===== src/rtl/bcd_digit_entry.sv =====
// bcd_digit_entry: calculator-style entry of a 3-digit packed-BCD operand.
// Digits shift in at the units position. A committed operand is held on
// num_out under a valid/ack handshake until the consumer acknowledges it.
//
// Handshakes:
//   digit side  - a digit transfers on a cycle where digit_valid and
//                 digit_ready are both high; digit_ready depends only on state.
//   operand side - num_valid rises the cycle after a commit and stays high, with
//                 num_out frozen, until a cycle with num_ack high; it drops the
//                 following cycle.
//
// state_dbg encoding: 0 = IDLE, 1 = ENTRY, 2 = FULL, 3 = PEND.

module bcd_digit_entry #(
    parameter int TIMEOUT_CYCLES = 50_000_000,
    parameter int TMR_W          = 26
) (
    input  logic        clk,
    input  logic        rst,
    input  logic [3:0]  digit_in,
    input  logic        digit_valid,
    output logic        digit_ready,
    input  logic        enter,
    input  logic        clr,
    output logic [11:0] num_out,
    output logic        num_valid,
    input  logic        num_ack,
    output logic [11:0] entry_val,
    output logic [1:0]  digit_count,
    output logic        err,
    output logic        timeout,
    output logic [1:0]  state_dbg
);

    typedef enum logic [1:0] {
        IDLE  = 2'd0,
        ENTRY = 2'd1,
        FULL  = 2'd2,
        PEND  = 2'd3
    } state_t;

    localparam logic [TMR_W-1:0] TIMER_LAST = TMR_W'(TIMEOUT_CYCLES - 1);

    state_t            state, state_next;
    logic [11:0]       num_out_next;
    logic              num_valid_next;
    logic [11:0]       entry_next;
    logic [1:0]        count_next;
    logic              err_next;
    logic              timeout_next;
    logic [TMR_W-1:0]  timer, timer_next;

    logic              accept;
    logic              bad_digit;
    logic [11:0]       shifted;
    logic [1:0]        count_inc;

    // digit_ready is the only combinational output: high while room remains.
    assign digit_ready = (state == IDLE) || (state == ENTRY);
    assign state_dbg   = state;

    assign accept    = digit_valid && digit_ready && (digit_in <= 4'd9);
    assign bad_digit = digit_valid && digit_ready && (digit_in > 4'd9);
    assign shifted   = {entry_val[7:0], digit_in};
    assign count_inc = digit_count + 2'd1;

    // Registered state and outputs; rst returns everything to an empty IDLE.
    always_ff @(posedge clk) begin
        if (rst) begin
            state       <= IDLE;
            num_out     <= 12'h000;
            num_valid   <= 1'b0;
            entry_val   <= 12'h000;
            digit_count <= 2'd0;
            err         <= 1'b0;
            timeout     <= 1'b0;
            timer       <= '0;
        end else begin
            state       <= state_next;
            num_out     <= num_out_next;
            num_valid   <= num_valid_next;
            entry_val   <= entry_next;
            digit_count <= count_next;
            err         <= err_next;
            timeout     <= timeout_next;
            timer       <= timer_next;
        end
    end

    // Next-state decode in priority order: clr > enter > ack/digit/timer.
    always_comb begin
        state_next     = state;
        num_out_next   = num_out;
        num_valid_next = num_valid;
        entry_next     = entry_val;
        count_next     = digit_count;
        err_next       = bad_digit;
        timeout_next   = 1'b0;
        timer_next     = timer;

        if (clr) begin
            // num_out keeps its last value so the consumer never sees a glitch.
            entry_next     = 12'h000;
            count_next     = 2'd0;
            num_valid_next = 1'b0;
            timer_next     = '0;
            state_next     = IDLE;
        end else if (enter && (state != PEND)) begin
            // A digit arriving on the same edge is folded into the commit.
            num_out_next   = accept ? shifted : entry_val;
            num_valid_next = 1'b1;
            entry_next     = 12'h000;
            count_next     = 2'd0;
            timer_next     = '0;
            state_next     = PEND;
        end else if (state == PEND) begin
            if (num_ack) begin
                num_valid_next = 1'b0;
                state_next     = IDLE;
            end
        end else if (accept) begin
            entry_next = shifted;
            count_next = count_inc;
            timer_next = '0;
            state_next = (count_inc == 2'd3) ? FULL : ENTRY;
        end else if (state != IDLE) begin
            // Inactivity timer runs only while a partial entry exists.
            if (timer == TIMER_LAST) begin
                entry_next   = 12'h000;
                count_next   = 2'd0;
                timeout_next = 1'b1;
                timer_next   = '0;
                state_next   = IDLE;
            end else begin
                timer_next = timer + TMR_W'(1);
            end
        end
    end

endmodule


===== config.mk =====
export PLATFORM = sky130hd
export DESIGN_NAME = bcd_digit_entry
export DESIGN_NICKNAME = d
export VERILOG_FILES = /design/src/rtl/bcd_digit_entry.sv
export SDC_FILE = /design/constraint.sdc
export NUM_CORES = 1
export LEC_CHECK = 0
export BUFFER_PORTS_ARGS = -buffer_cell sky130_fd_sc_hd__buf_2
export CORE_AREA = 4 4 62 86
export DETAILED_ROUTE_END_ITERATION = 12
export DIE_AREA = 0 0 66 90
export GPL_TIMING_DRIVEN = 0
export PLACE_DENSITY = 0.87
export SYNTH_ARGS = -nofsm -noshare
export SYNTH_HDL_FRONTEND = slang
export SYNTH_SLANG_ARGS = --single-unit

===== constraint.sdc =====
create_clock -name clk -period 2.75 [get_ports clk]
set_clock_uncertainty 0.1 [all_clocks]
set_input_delay 0.1375 -clock clk [delete_from_list [all_inputs] [get_ports clk]]
set_output_delay 0.1375 -clock clk [all_outputs]
set_load 0.02 [all_outputs]

# ---- Word level (Yosys, flattened, before mapping)
# Index checks and enable logic that the tools add are counted.
dict set report op_classes {
  addsub 2
  n_mul 0
  div 0
  n_lt_le_gt_ge 2
  eq_ne 6
  n_shift 0
  mux 19
  bitwise_logic 3
  reduce_logical 21
}
# cell count
set ops {}
lappend ops {{2-to-1 mux 26 bit} 3}
lappend ops {{2-to-1 mux 12 bit} 4}
lappend ops {{adder 26 x 1 -> 26 bit (second input constant)} 1}
lappend ops {{equality test 26 bit (second input constant)} 1}
lappend ops {{2-to-1 mux 2 bit} 8}
lappend ops {{nonzero test 2 bit} 5}
lappend ops {{nonzero test 4 bit} 2}
lappend ops {{AND reduction 2 bit} 3}
lappend ops {{AND reduction 3 bit} 2}
lappend ops {{OR reduction 6 bit} 1}
lappend ops {{equality test 2 bit (second input constant)} 2}
lappend ops {{> comparator 4 bit (second input constant)} 1}
lappend ops {{<= comparator 4 bit (second input constant)} 1}
lappend ops {{logical AND 1 bit} 4}
lappend ops {{2-to-1 mux 1 bit} 4}
lappend ops {{inequality test 3 bit (second input constant)} 1}
lappend ops {{inverter 1 bit} 3}
lappend ops {{OR reduction 3 bit} 1}
lappend ops {{adder 2 x 1 -> 2 bit (second input constant)} 1}
lappend ops {{equality test 2 x 1 -> 1 bit (second input constant)} 1}
lappend ops {{zero test 2 bit} 1}
lappend ops {{inequality test 2 bit (second input constant)} 1}
lappend ops {{OR reduction 2 bit} 1}
lappend ops {{logical OR 1 bit} 1}
dict set report totals {
  register_bits 57
  latch_bits 0
  ramBits 0
  mem_bits_ro 0
  in_bits 10
  out_inout_bits 32
  word_cells 61
  memories 0
}

# ---- Longest topological paths before layout
# Gate-level depths: netlist (run 1).
dict set report logic_depth {
  ltp_word 7
  depth_mapped 9
  mapped_depth_nobuf 7
}

# ---- Worst setup path before layout (run 1)
# Ideal clock, no wire load.
dict set report synth_timing {
  kind {register to register}
  startpoint {register timer[9]}
  endpoint {register entry_val[3]}
  setup_time_ps 117
  arrival_ps 1808
  t_required_ps 2533
  path_slack_ps 725
  path_stages_with_launch 8
  n_path_buf 1
  period_less_slack_ps 2025
  cell_sequence {dfxtp_1 or4b_1 nor4_1 nand3_1 a21boi_2 nor2_1 buf_2 a22o_1}
}
dict set report synth_via {
  elab_chain_cells 3
}
# item line_no
set synth_rtl {}
lappend synth_rtl {{start: declaration} 51} ;# logic [TMR_W-1:0] timer, timer_next;
lappend synth_rtl {{start signal: assignment} 86} ;# timer <= timer_next;
lappend synth_rtl {{equality test 26 bit} 128} ;# if (timer == TIMER_LAST) begin
lappend synth_rtl {{nonzero test 2 bit (no source line)} --}
lappend synth_rtl {{AND reduction 3 bit (no source line)} --}
lappend synth_rtl {{end signal: assignment} 82} ;# entry_val <= entry_next;
lappend synth_rtl {{end: declaration} 28} ;# output logic [11:0] entry_val,
# Every way passes these cells.
# A chain may end at the register's enable or synchronous reset.

# ---- Worst setup path after layout (run 1)
dict set report layout_timing {
  startpoint {input digit_in[1]}
  endpoint {register num_out[7]}
}
dict set report layout_via {
  elab_chain_cells 3
}
# item line_no
set layout_rtl {}
lappend layout_rtl {{start: declaration} 20} ;# input logic [3:0] digit_in,
lappend layout_rtl {{<= comparator 4 bit} 62} ;# assign accept = digit_valid && digit_ready && (digit_in <= 4'd9);
lappend layout_rtl {{logical AND 1 bit} 62}
lappend layout_rtl {{2-to-1 mux 12 bit} 110} ;# num_out_next = accept ? shifted : entry_val;
lappend layout_rtl {{end signal: assignment} 80} ;# num_out <= num_out_next;
lappend layout_rtl {{end: declaration} 25} ;# output logic [11:0] num_out,
# Every way passes these cells.

==> results.sh, run 1 <==
export IMPL_numCtsBuffers=9
export IMPL_area_delta_synth_final_pct=24.2
export IMPL_final_common_cell="dfxtp_1"
export IMPL_relSlewSlack_pct=51.4
export IMPL_synth_compound_area_share_pct=14.7
export IMPL_synth_adder_area_share_pct=1.03
export IMPL_synth_seq_cells=57
export IMPL_start_util_pct=53.4
export IMPL_finalHoldViolations=0
export IMPL_drc=0
export IMPL_powerDensity_mw_per_mm2=670
export IMPL_antenna_found_initial=0
export IMPL_firstDrtPassIters=6
export IMPL_r2r_slack_ns=0.47
export IMPL_clk_pin_slew_ns=0.07
export IMPL_routedWlPerCell_um=14.2
export IMPL_grtUsageTotal_pct=19.6
export IMPL_critPathRequiredTime_ns=2.88
export IMPL_antenna_left=0
export IMPL_grt_pass1_wl_mm=9.13
export IMPL_setup_violations=0
export IMPL_async_flop_share_pct=0
export IMPL_cts_tree="built"
export IMPL_drt_vias_per_instance=5.50
export IMPL_syn_area_mm2=0.00242
export IMPL_grt_overflow_total=0
export IMPL_fp_row_count=29
export IMPL_tns_ns=0
export IMPL_coreArea_mm2=0.00454
export IMPL_min_path_cells=3
export IMPL_yosysWarningCount=0
export IMPL_die_h_um=90
export IMPL_drv_slew=0
export IMPL_synth_top_family_by_area="simple AND/OR/NAND/NOR gates"
export IMPL_gp_congestion=0.793
export IMPL_ys_flop_type="dfxtp_1"
export IMPL_cts_root_buf="clkbuf_8"
export IMPL_critPathKind="in2reg"
export IMPL_worst_slew_pin_slew_ns=0.722
export IMPL_die_area_mm2=0.00594
export IMPL_ir_worst_vdd_v=0.000534
export IMPL_multi_input_area_mm2=0.00120
export IMPL_synth_xor_area_share_pct=9.04
export IMPL_syn_avg_cell_area_um2=8.93
export IMPL_start_kind="input port"
export IMPL_synthSimpleGateAreaFrac_pct=23.8
export IMPL_num_vias=2167
export IMPL_period_minus_slack_ns=2.32
export IMPL_yosysSeqAreaShare_pct=47.1
export IMPL_clk_path_buf_depth=2
export IMPL_final_cell_mix="dfxtp_1 (57), nor2_1 (47), buf_2 (41), nand2_1 (36), xor2_1 (20)"
export IMPL_dieWidth_um=66
export IMPL_num_antenna_cells=0
export IMPL_status="finished, final reports clean"
export IMPL_synth_edf_count=0
export IMPL_ios=42
export IMPL_rsz0062_at_grt="no"
export IMPL_hold_class="in2reg"
export IMPL_crit_fanout=10
export IMPL_arrival_ns=2.45
export IMPL_nets=339
export IMPL_postLayoutCoreUtil_pct=66.3
export IMPL_ctsResizeCount=0
export IMPL_drive_gt1_share_pct=19.0
export IMPL_muxShareOfSynthArea_pct=0.879
export IMPL_worstRegToRegCells=7
export IMPL_timing_max_cap_violations=0
export IMPL_regArea_mm2=0.00114
export IMPL_leakage_nw=1.15
export IMPL_h_tree_depth=3
export IMPL_grt_pass1_vias=2027
export IMPL_total_power_mw=2.01
export IMPL_fin_crit_sh_pct=84.5
export IMPL_n_fill_cell=353
export IMPL_worstSkewPairLatency_ns=0.33
export IMPL_drt_initial_drc_count=165
export IMPL_synthCells=271
export IMPL_grt_max_degree=11
export IMPL_syn_num_nets=283
export IMPL_hpwlAfterDp_mm=3.99
export IMPL_cts_sinks=57
export IMPL_timing_fmax_mhz=430
export IMPL_io_buffer_count=40
export IMPL_drt_total_wl_mm=5.58
export IMPL_synth_cell_types=45
export IMPL_end_kind="flip-flop"
worst paths after layout:
| path | start | to |
|---|---|---|
| min | clr | timeout |
| max | digit_in[1] | num_out[7] |
| min reg2reg | num_valid | num_valid |
| max reg2reg | timer[9] | entry_val[4] |
Yosys cell counts (all sizes together) (3+ instances only):
cell type | number | area share, %
and4 | 3 | 1.1
nand3 | 12 | 2.5
dfxtp | 57 | 47
xnor2 | 5 | 1.8
and3 | 3 | 0.78
a211oi | 3 | 1.1
a22o | 12 | 4.3
xor2 | 20 | 7.2
o211ai | 3 | 0.93
nor4 | 3 | 0.78
nand4 | 6 | 1.6
o21ai | 4 | 0.83
nor2 | 47 | 7.3
a311oi | 10 | 3.6
inv | 4 | 0.62
nor3 | 4 | 0.83
buf | 4 | 1.4
nand2 | 36 | 5.6
clkbuf | 9 | 1.4
sequential cells by signal, summed over array words and instances, names as in the netlist:
name	flops
digit_count	2
entry_val	12
err	1
num_out	12
num_valid	1
state_dbg	2
timeout	1
timer	26
final cells by class:
cell class | count | share of cell area (%)
Clock buffer | 10 | 4.24
Timing Repair Buffer | 45 | 8.32
Clock inverter | 6 | 4.33
Sequential cell | 57 | 38.0
Multi-Input combinational cell | 197 | 39.8
Inverter | 4 | 0.499
Tap cell | 62 | 2.58
Buffer | 13 | 2.29
cells by family (layout without fill, tap and decap cells):
group                      count (synthesis)  after routing
muxes                                      2              2
and+or+nand+nor                          125            125
xor gates and xnor gates                  25             25
buffers and inverters                     17             78
AOI/OAI and AO/OA                         43             43
DFF                                       57             57
adders and majority gates                  2              2
worst max-delay path, stage by stage:
cell	delay (ns)
dlygate4sd3_1	0.54
buf_2	0.14
o21ai_1	0.27
nor2b_1	0.17
clkbuf_1	0.33
clkbuf_1	0.43
nand2_1	0.12
a311oi_1	0.30
layer usage:
metal / GRT usage, % / vias to the layer above / wire length, um
li1: - / 1074 / -
met1: 21.4 / 1021 / 2190
met2: 34.1 / 58 / 2970
met3: 4.24 / 14 / 251
met4: 10.8 / 0 / 164
met5: 0 / - / 0
report_power, final:
group | internal, mW | total, mW | switching [mW]
clock network | 0.691 | 1.02 | 0.326
registers | 0.841 | 0.852 | 0.0107
logic | 0.0512 | 0.146 | 0.0946
total | 1.58 | 2.01 | 0.431
per-stage QoR:
step	std cells	hold WS [ns]	instance area [um2]	setup slack, ns
2_1_floorplan	271	0.110	2420	0.725
3_3_place_gp	373	0.281	2700	0.484
3_5_place_dp	373	0.285	2700	0.500
4_1_cts	394	0.0328	3010	0.464
5_1_grt	394	0.0692	3010	0.251
6_report	394	0.0446	3010	0.425
timing repair:
item | in CTS | in global routing
buffers inserted | 0 | 0
hold buffers | 5 | 0
setup endpoints to repair | 0 | 0
endpoints found under the hold margin | 8 | 0
No activity file was read; power rests on OpenSTA's default activity.
==> inputs of run 2 (changes only) <==
Clock period 2.75 ns to 2.35 ns, I/O delays scaled along.
==> run 2 against run 1 <==
  * First-iteration DRC count is 4.8% higher
  * Register-to-register slack worse by 0.29 ns
  * Critical path depth stayed put
  * Power is 17% higher
  * Combinational power is 20% higher
  * Critical path type unchanged
  * Non-clock buffer count is 1 higher
  * Worst setup slack worse by 0.30 ns
  * Wire length is 1.3% higher
  * Core utilization is 0.69 points higher
  * Sequential share of layout area is 0.39 points lower
  * Largest cell class unchanged
==> results.sh, run 2 (synthesized netlist as in run 1, its figures left out) <==
export IMPL_critPathRequiredTime_ns=2.48
export IMPL_drive_gt1_share_pct=20.7
export IMPL_powerDensity_mw_per_mm2=778
export IMPL_rr_startpoint="timer[9]"
export IMPL_end_kind="flip-flop"
export IMPL_largest_reg_flops=26
export IMPL_drt_initial_drc_count=173
export IMPL_fp_row_count=29
export IMPL_period_minus_slack_ns=2.22
export IMPL_coreArea_mm2=0.00454
export IMPL_antenna_found_initial=0
export IMPL_grt_pass1_vias=2027
export IMPL_critPathKind="in2reg"
export IMPL_io_buffer_count=40
export IMPL_num_vias=2164
export IMPL_top_usage_layer="met2"
export IMPL_placed_cell_area_mm2=0.00270
export IMPL_n_fill_cell=346
export IMPL_use_met2_pct=34.1
export IMPL_start_util_pct=53.4
export IMPL_min_path_cells=3
export IMPL_finalHoldViolations=0
export IMPL_gp_congestion=0.793
export IMPL_worst_slew_pin_slew_ns=0.456
export IMPL_ir_worst_vdd_v=0.000626
export IMPL_comb_power_share_pct=7.4
export IMPL_multi_input_area_mm2=0.00122
export IMPL_area_delta_synth_final_pct=25.5
export IMPL_die_h_um=90
export IMPL_grtUsageMet3_pct=4.24
export IMPL_firstDrtPassIters=4
export IMPL_grt_max_degree=11
export IMPL_final_cell_mix="dfxtp_1 (57), nor2_1 (47), buf_2 (41), nand2_1 (36), xor2_1 (20)"
export IMPL_hold_class="in2reg"
export IMPL_num_antenna_cells=0
export IMPL_regArea_mm2=0.00114
export IMPL_numCtsBuffers=9
export IMPL_drt_vias_per_instance=5.48
export IMPL_min_from="clr"
export IMPL_status="finished, final reports clean"
export IMPL_clk_pin_slew_ns=0.07
export IMPL_power_frac_seq_pct=42.2
export IMPL_power_frac_clock_pct=50.4
export IMPL_timing_max_cap_violations=0
export IMPL_start_kind="input port"
export IMPL_nets=340
export IMPL_leakage_nw=1.17
export IMPL_rsz0062_at_grt="yes"
export IMPL_worstRegToRegCells=7
export IMPL_ios=42
export IMPL_arrival_ns=2.35
export IMPL_crit_start="digit_in[1]"
export IMPL_die_area_mm2=0.00594
export IMPL_regMostFlops="timer"
export IMPL_worstSkewPairLatency_ns=0.33
export IMPL_setup_ws_ns=0.130
export IMPL_timing_fmax_mhz=450
export IMPL_pre_cts_slack_ns=0.100
export IMPL_use_met1_pct=21.4
export IMPL_postLayoutCoreUtil_pct=67.0
export IMPL_dieWidth_um=66
export IMPL_reg_top3="timer x26, entry_val x12, num_out x12"
export IMPL_antenna_left=0
export IMPL_drc=0
export IMPL_drv_slew=0
export IMPL_hpwlAfterDp_mm=3.99
export IMPL_relSlewSlack_pct=69.6
export IMPL_cts_tree="built"
export IMPL_h_tree_depth=3
export IMPL_p_int_mw=1.85
export IMPL_fin_crit_sh_pct=94.5
export IMPL_fin_area_mm2=0.00304
export IMPL_routedWlPerCell_um=14.3
export IMPL_crit_fanout=10
export IMPL_final_common_cell="dfxtp_1"
export IMPL_drt_total_wl_mm=5.66
export IMPL_clk_path_buf_depth=2
export IMPL_p_sw_share_pct=21.5
export IMPL_grt_overflow_total=0
export IMPL_cts_sinks=57
export IMPL_grt_pass1_wl_mm=9.13
export IMPL_setup_violations=0
export IMPL_cts_root_buf="clkbuf_8"
export IMPL_power_switching_mw=0.509
export IMPL_grtUsageTotal_pct=19.6
-- run 2: changes by cell type in the layout (fill, tap and decap cells not counted), sizes merged --
cell	change
buf	+1
-- run 2: path summary, 6_finish.rpt --
| check | slack [ns] | endpoint |
|---|---|---|
| worst max-delay path | 0.13 | num_out[7] |
| worst min-delay path | 0.03 | timeout |
| worst max register to register | 0.18 | entry_val[4] |
| worst min register to register | 0.38 | num_valid |
-- run 2: power groups by stage --
stage | Combinational (mW) | Clock [mW] | Sequential (mW)
final | 0.175 | 1.19 | 0.998
after global routing | 0.191 | 1.26 | 0.999
after CTS | 0.170 | 1.21 | 0.997
after detailed placement | 0.163 | 0 | 1.02
after global placement | 0.160 | 0 | 1.02
after floorplan | 0.0884 | 0 | 1.04
-- run 2: worst max-delay path: stages --
cell and delay, ns:
dlygate4sd3_1 0.54, buf_2 0.14, o21ai_1 0.33, nor2b_1 0.18
clkbuf_1 0.33, clkbuf_2 0.32, nand2_1 0.10, a311oi_1 0.30
-- run 2: what timing repair did --
item                       in CTS  in global routing
hold endpoints to repair        8                  0
setup endpoints to repair       0                 37
resized for setup               0                  9
buffers inserted                0                  1
hold buffers                    5                  0
-- run 2: layer usage --
layer / wire length [um] / up-vias
li1: - / 1067
met1: 2250 / 1030
met2: 3000 / 52
met3: 237 / 15
met4: 174 / 0
met5: 0 / -
-- run 2: stage by stage --
step / std cells / TNS, ns / power [mW] / hold slack (ns)
after detailed placement: 373 / 0 / 1.18 / 0.265
final: 395 / 0 / 2.36 / 0.0262
after CTS: 394 / 0 / 2.38 / 0.0128
after floorplan: 271 / 0 / 1.13 / 0.0896
after global routing: 395 / -0.000118 / 2.45 / 0.0480
after global placement: 373 / 0 / 1.18 / 0.261
-- run 2: layout make-up --
type                            count  share of cell area, %
Timing Repair Buffer               46                   8.48
Inverter                            4                  0.494
Tap cell                           62                   2.55
Buffer                             13                   2.39
Multi-Input combinational cell    197                   40.0
Clock buffer                       10                   4.20
Clock inverter                      6                   4.28
Sequential cell                    57                   37.6
==> inputs of run 3 (changes only) <==
Settings changed: ABC_AREA set to 1, CORE_AREA 4 4 62 86 to 4 4 67 93, DIE_AREA 0 0 66 90 to 0 0 71 97, PLACE_DENSITY 0.87 to 0.88.
==> run 3 against run 2 <==
  * Die area rose by 16%
  * First-iteration DRC count increased by 0.58%
  * Critical endpoint is now timer[23]
  * Wire length grew 39%
  * Sequential share of layout area fell by 5.3 points
  * Register-to-register slack improved by 0.34 ns
  * Sequential power about the same
  * Clock power fell by 32%
  * Critical path depth up 3
  * Largest cell class unchanged
==> results.sh, run 3 <==
export IMPL_n_fill_cell=485
export IMPL_critical_path_top_delay_family="simple AND/OR/NAND/NOR gates"
export IMPL_synth_compound_area_share_pct=8.88
export IMPL_layoutNonFillerInstCount=583
export IMPL_p_sw_share_pct=28.0
export IMPL_regMostFlops="timer"
export IMPL_comb_power_share_pct=12.3
export IMPL_path_common_cell="nand2_1"
export IMPL_post_cts_repair_setup_buffers=0
export IMPL_syn_area_mm2=0.00300
export IMPL_cts_tree="built"
export IMPL_muxShareOfSynthArea_pct=0
export IMPL_antenna_left=0
export IMPL_drive_gt1_share_pct=17.3
export IMPL_arrival_ns=1.96
export IMPL_rsz0062_at_grt="no"
export IMPL_crit_path_top_delay_cell="dfxtp_1"
export IMPL_io_buffer_count=41
export IMPL_area_delta_synth_final_pct=17.8
export IMPL_die_area_mm2=0.00689
export IMPL_grt_max_degree=11
export IMPL_nets=522
export IMPL_coreArea_mm2=0.00545
export IMPL_clk_path_buf_depth=2
export IMPL_setup_violations=0
export IMPL_tns_ns=0
export IMPL_grt_pass1_vias=3076
export IMPL_h_tree_depth=3
export IMPL_drt_total_wl_mm=7.85
export IMPL_timing_max_cap_violations=0
export IMPL_power_frac_seq_pct=48.5
export IMPL_numCtsBuffers=9
export IMPL_critPathMaxStageDelay_ns=0.35
export IMPL_synth_adder_area_share_pct=0.834
export IMPL_critPathRequiredTime_ns=2.48
export IMPL_fp_row_count=32
export IMPL_antenna_found_initial=0
export IMPL_dieWidth_um=71
export IMPL_p_int_mw=1.48
export IMPL_grtUsageTotal_pct=24.0
export IMPL_synthSimpleGateAreaFrac_pct=41.5
export IMPL_drv_slew=0
export IMPL_hold_class="in2reg"
export IMPL_synth_common_cells="nand2_1 (124), nor2_1 (63), dfxtp_1 (57), nand3_1 (53), inv_1 (47)"
export IMPL_power_frac_clock_pct=39.2
export IMPL_grt_pass1_wl_mm=13.4
export IMPL_start_kind="flip-flop"
export IMPL_ir_worst_vdd_v=0.000614
export IMPL_powerDensity_mw_per_mm2=581
export IMPL_cts_sinks=57
export IMPL_worst_slew_pin_slew_ns=0.378
export IMPL_status="finished, final reports clean"
export IMPL_gp_congestion=0.926
export IMPL_finalHoldViolations=0
export IMPL_critPathKind="reg2reg"
export IMPL_num_antenna_cells=0
export IMPL_synthCells=451
export IMPL_routedWlPerCell_um=13.5
export IMPL_ios=42
export IMPL_yosysSeqAreaShare_pct=38.0
export IMPL_largest_reg_flops=26
export IMPL_crit_fanout=10
export IMPL_async_flop_share_pct=0
export IMPL_synth_top_family_by_area="simple AND/OR/NAND/NOR gates"
export IMPL_syn_avg_cell_area_um2=6.66
export IMPL_synth_largest_area_cell="dfxtp_1"
export IMPL_reg_top3="timer x26, entry_val x12, num_out x12"
export IMPL_synth_edf_count=0
export IMPL_placed_cells=560
export IMPL_final_cell_mix="nand2_1 (124), nor2_1 (63), dfxtp_1 (57), nand3_1 (53)"
export IMPL_drc=0
export IMPL_start_util_pct=55.1
export IMPL_grt_overflow_total=0
export IMPL_leakage_nw=1.56
export IMPL_final_common_cell="nand2_1"
export IMPL_die_h_um=97
export IMPL_ys_top_cells_by_area="dfxtp_1 (38%), nand2_1 (16%), nand3_1 (8.8%)"
export IMPL_period_minus_slack_ns=1.83
export IMPL_num_vias=3125
export IMPL_synth_most_common_cell="nand2_1"
export IMPL_yosysWarningCount=0
export IMPL_drt_initial_drc_count=174
export IMPL_relSlewSlack_pct=74.7
export IMPL_synth_top_area_share_pct=38.0
export IMPL_ys_flop_type="dfxtp_1"
export IMPL_fin_crit_sh_pct=77.9
export IMPL_syn_num_nets=463
export IMPL_end_kind="flip-flop"
export IMPL_hpwlAfterDp_mm=5.66
export IMPL_timing_critical_path_buf_inv=1
export IMPL_fin_hold_ws_ns=0.0713
export IMPL_crit_chain="ha_1 > nand2_1 > nor2_4 > nand2_1 > nor2_1 > nand2_1 > nand2_2 > nand2_4 > nand2_4 > buf_6 > nor2_1"
export IMPL_worstSkewPairLatency_ns=0.34
export IMPL_clk_pin_slew_ns=0.06
export IMPL_firstDrtPassIters=5
export IMPL_power_switching_mw=0.576
export IMPL_postLayoutCoreUtil_pct=64.9
export IMPL_timing_fmax_mhz=546
export IMPL_synth_xor_area_share_pct=0.875
export IMPL_synth_cell_types=31
export IMPL_drt_vias_per_instance=5.36
export IMPL_synth_seq_cells=57
export IMPL_cts_root_buf="clkbuf_8"
-- run 3: cell count changes after synthesis, sizes merged, moves of 11 or more --
| cell | delta |
|---|---|
| xor2 | -17 |
| inv | +44 |
| nand2 | +96 |
| o21ai | +11 |
| nand3 | +41 |
| a22o | -12 |
| buf | +11 |
| nor2 | +21 |
-- run 3: logic make-up after synthesis --
kind of cell,after synthesis
simple gates,282
buf+inv,64
flops,57
compound gates,43
xor+xnor,3
fa+ha+maj,2
-- run 3: through the flow --
step	area (um2)	setup WS, ns	total power, mW
2_1_floorplan	3000	0.800	1.19
3_3_place_gp	3290	0.572	1.26
3_5_place_dp	3290	0.533	1.26
4_1_cts	3530	0.516	2.06
5_1_grt	3530	0.383	2.13
6_report	3530	0.519	2.05
-- run 3: worst register-to-register path: stages, from the launching register on --
cell	delay (ns)
dfxtp_1	0.35
ha_1	0.20
nand2_1	0.11
nor2_4	0.16
nand2_1	0.07
nor2_1	0.09
nand2_1	0.14
nand2_2	0.12
nand2_4	0.09
nand2_4	0.09
buf_6	0.15
nor2_1	0.06
-- run 3: layer usage --
layer	up-vias	track usage (%)	share of wire (%)
li1	1573	-	-
met1	1422	26.1	40
met2	104	41.4	52
met3	26	6.55	4.5
met4	0	13.0	3.5
met5	-	0	0
-- run 3: worst paths after layout --
kind / from / to / slack [ns] / cells past startpoint
min reg2reg: entry_val[11] / entry_val[11] / 0.38 / 2
min: enter / num_valid / 0.07 / 3
max: timer[1] / timer[23] / 0.52 / 11
max reg2reg: timer[1] / timer[23] / 0.52 / 11
-- run 3: cell type report --
type	count	area (um2)	share of cell area (%)
plain buffers	16	116	3.29
clock buffers	11	141	4.00
clock inverters	5	31.3	0.885
inverters	48	180	5.10
multi-input cells	330	1560	44.2
flip-flops and latches	57	1140	32.3
well taps	68	85.1	2.41
repair buffers	48	275	7.79
-- run 3: what timing repair did --
| item | CTS | global route |
|---|---|---|
| gates resized for setup | 0 | 0 |
| hold buffers | 7 | 0 |
| endpoints found under the hold margin | 9 | 0 |
-- run 3: power groups by stage --
| stage | logic (mW) | registers [mW] | clock network [mW] |
|---|---|---|---|
| after floorplan | 0.148 | 1.04 | 0 |
| after global placement | 0.238 | 1.02 | 0 |
| after detailed placement | 0.241 | 1.02 | 0 |
| after CTS | 0.251 | 0.997 | 0.815 |
| after global routing | 0.276 | 0.999 | 0.860 |
| final | 0.252 | 0.997 | 0.805 |
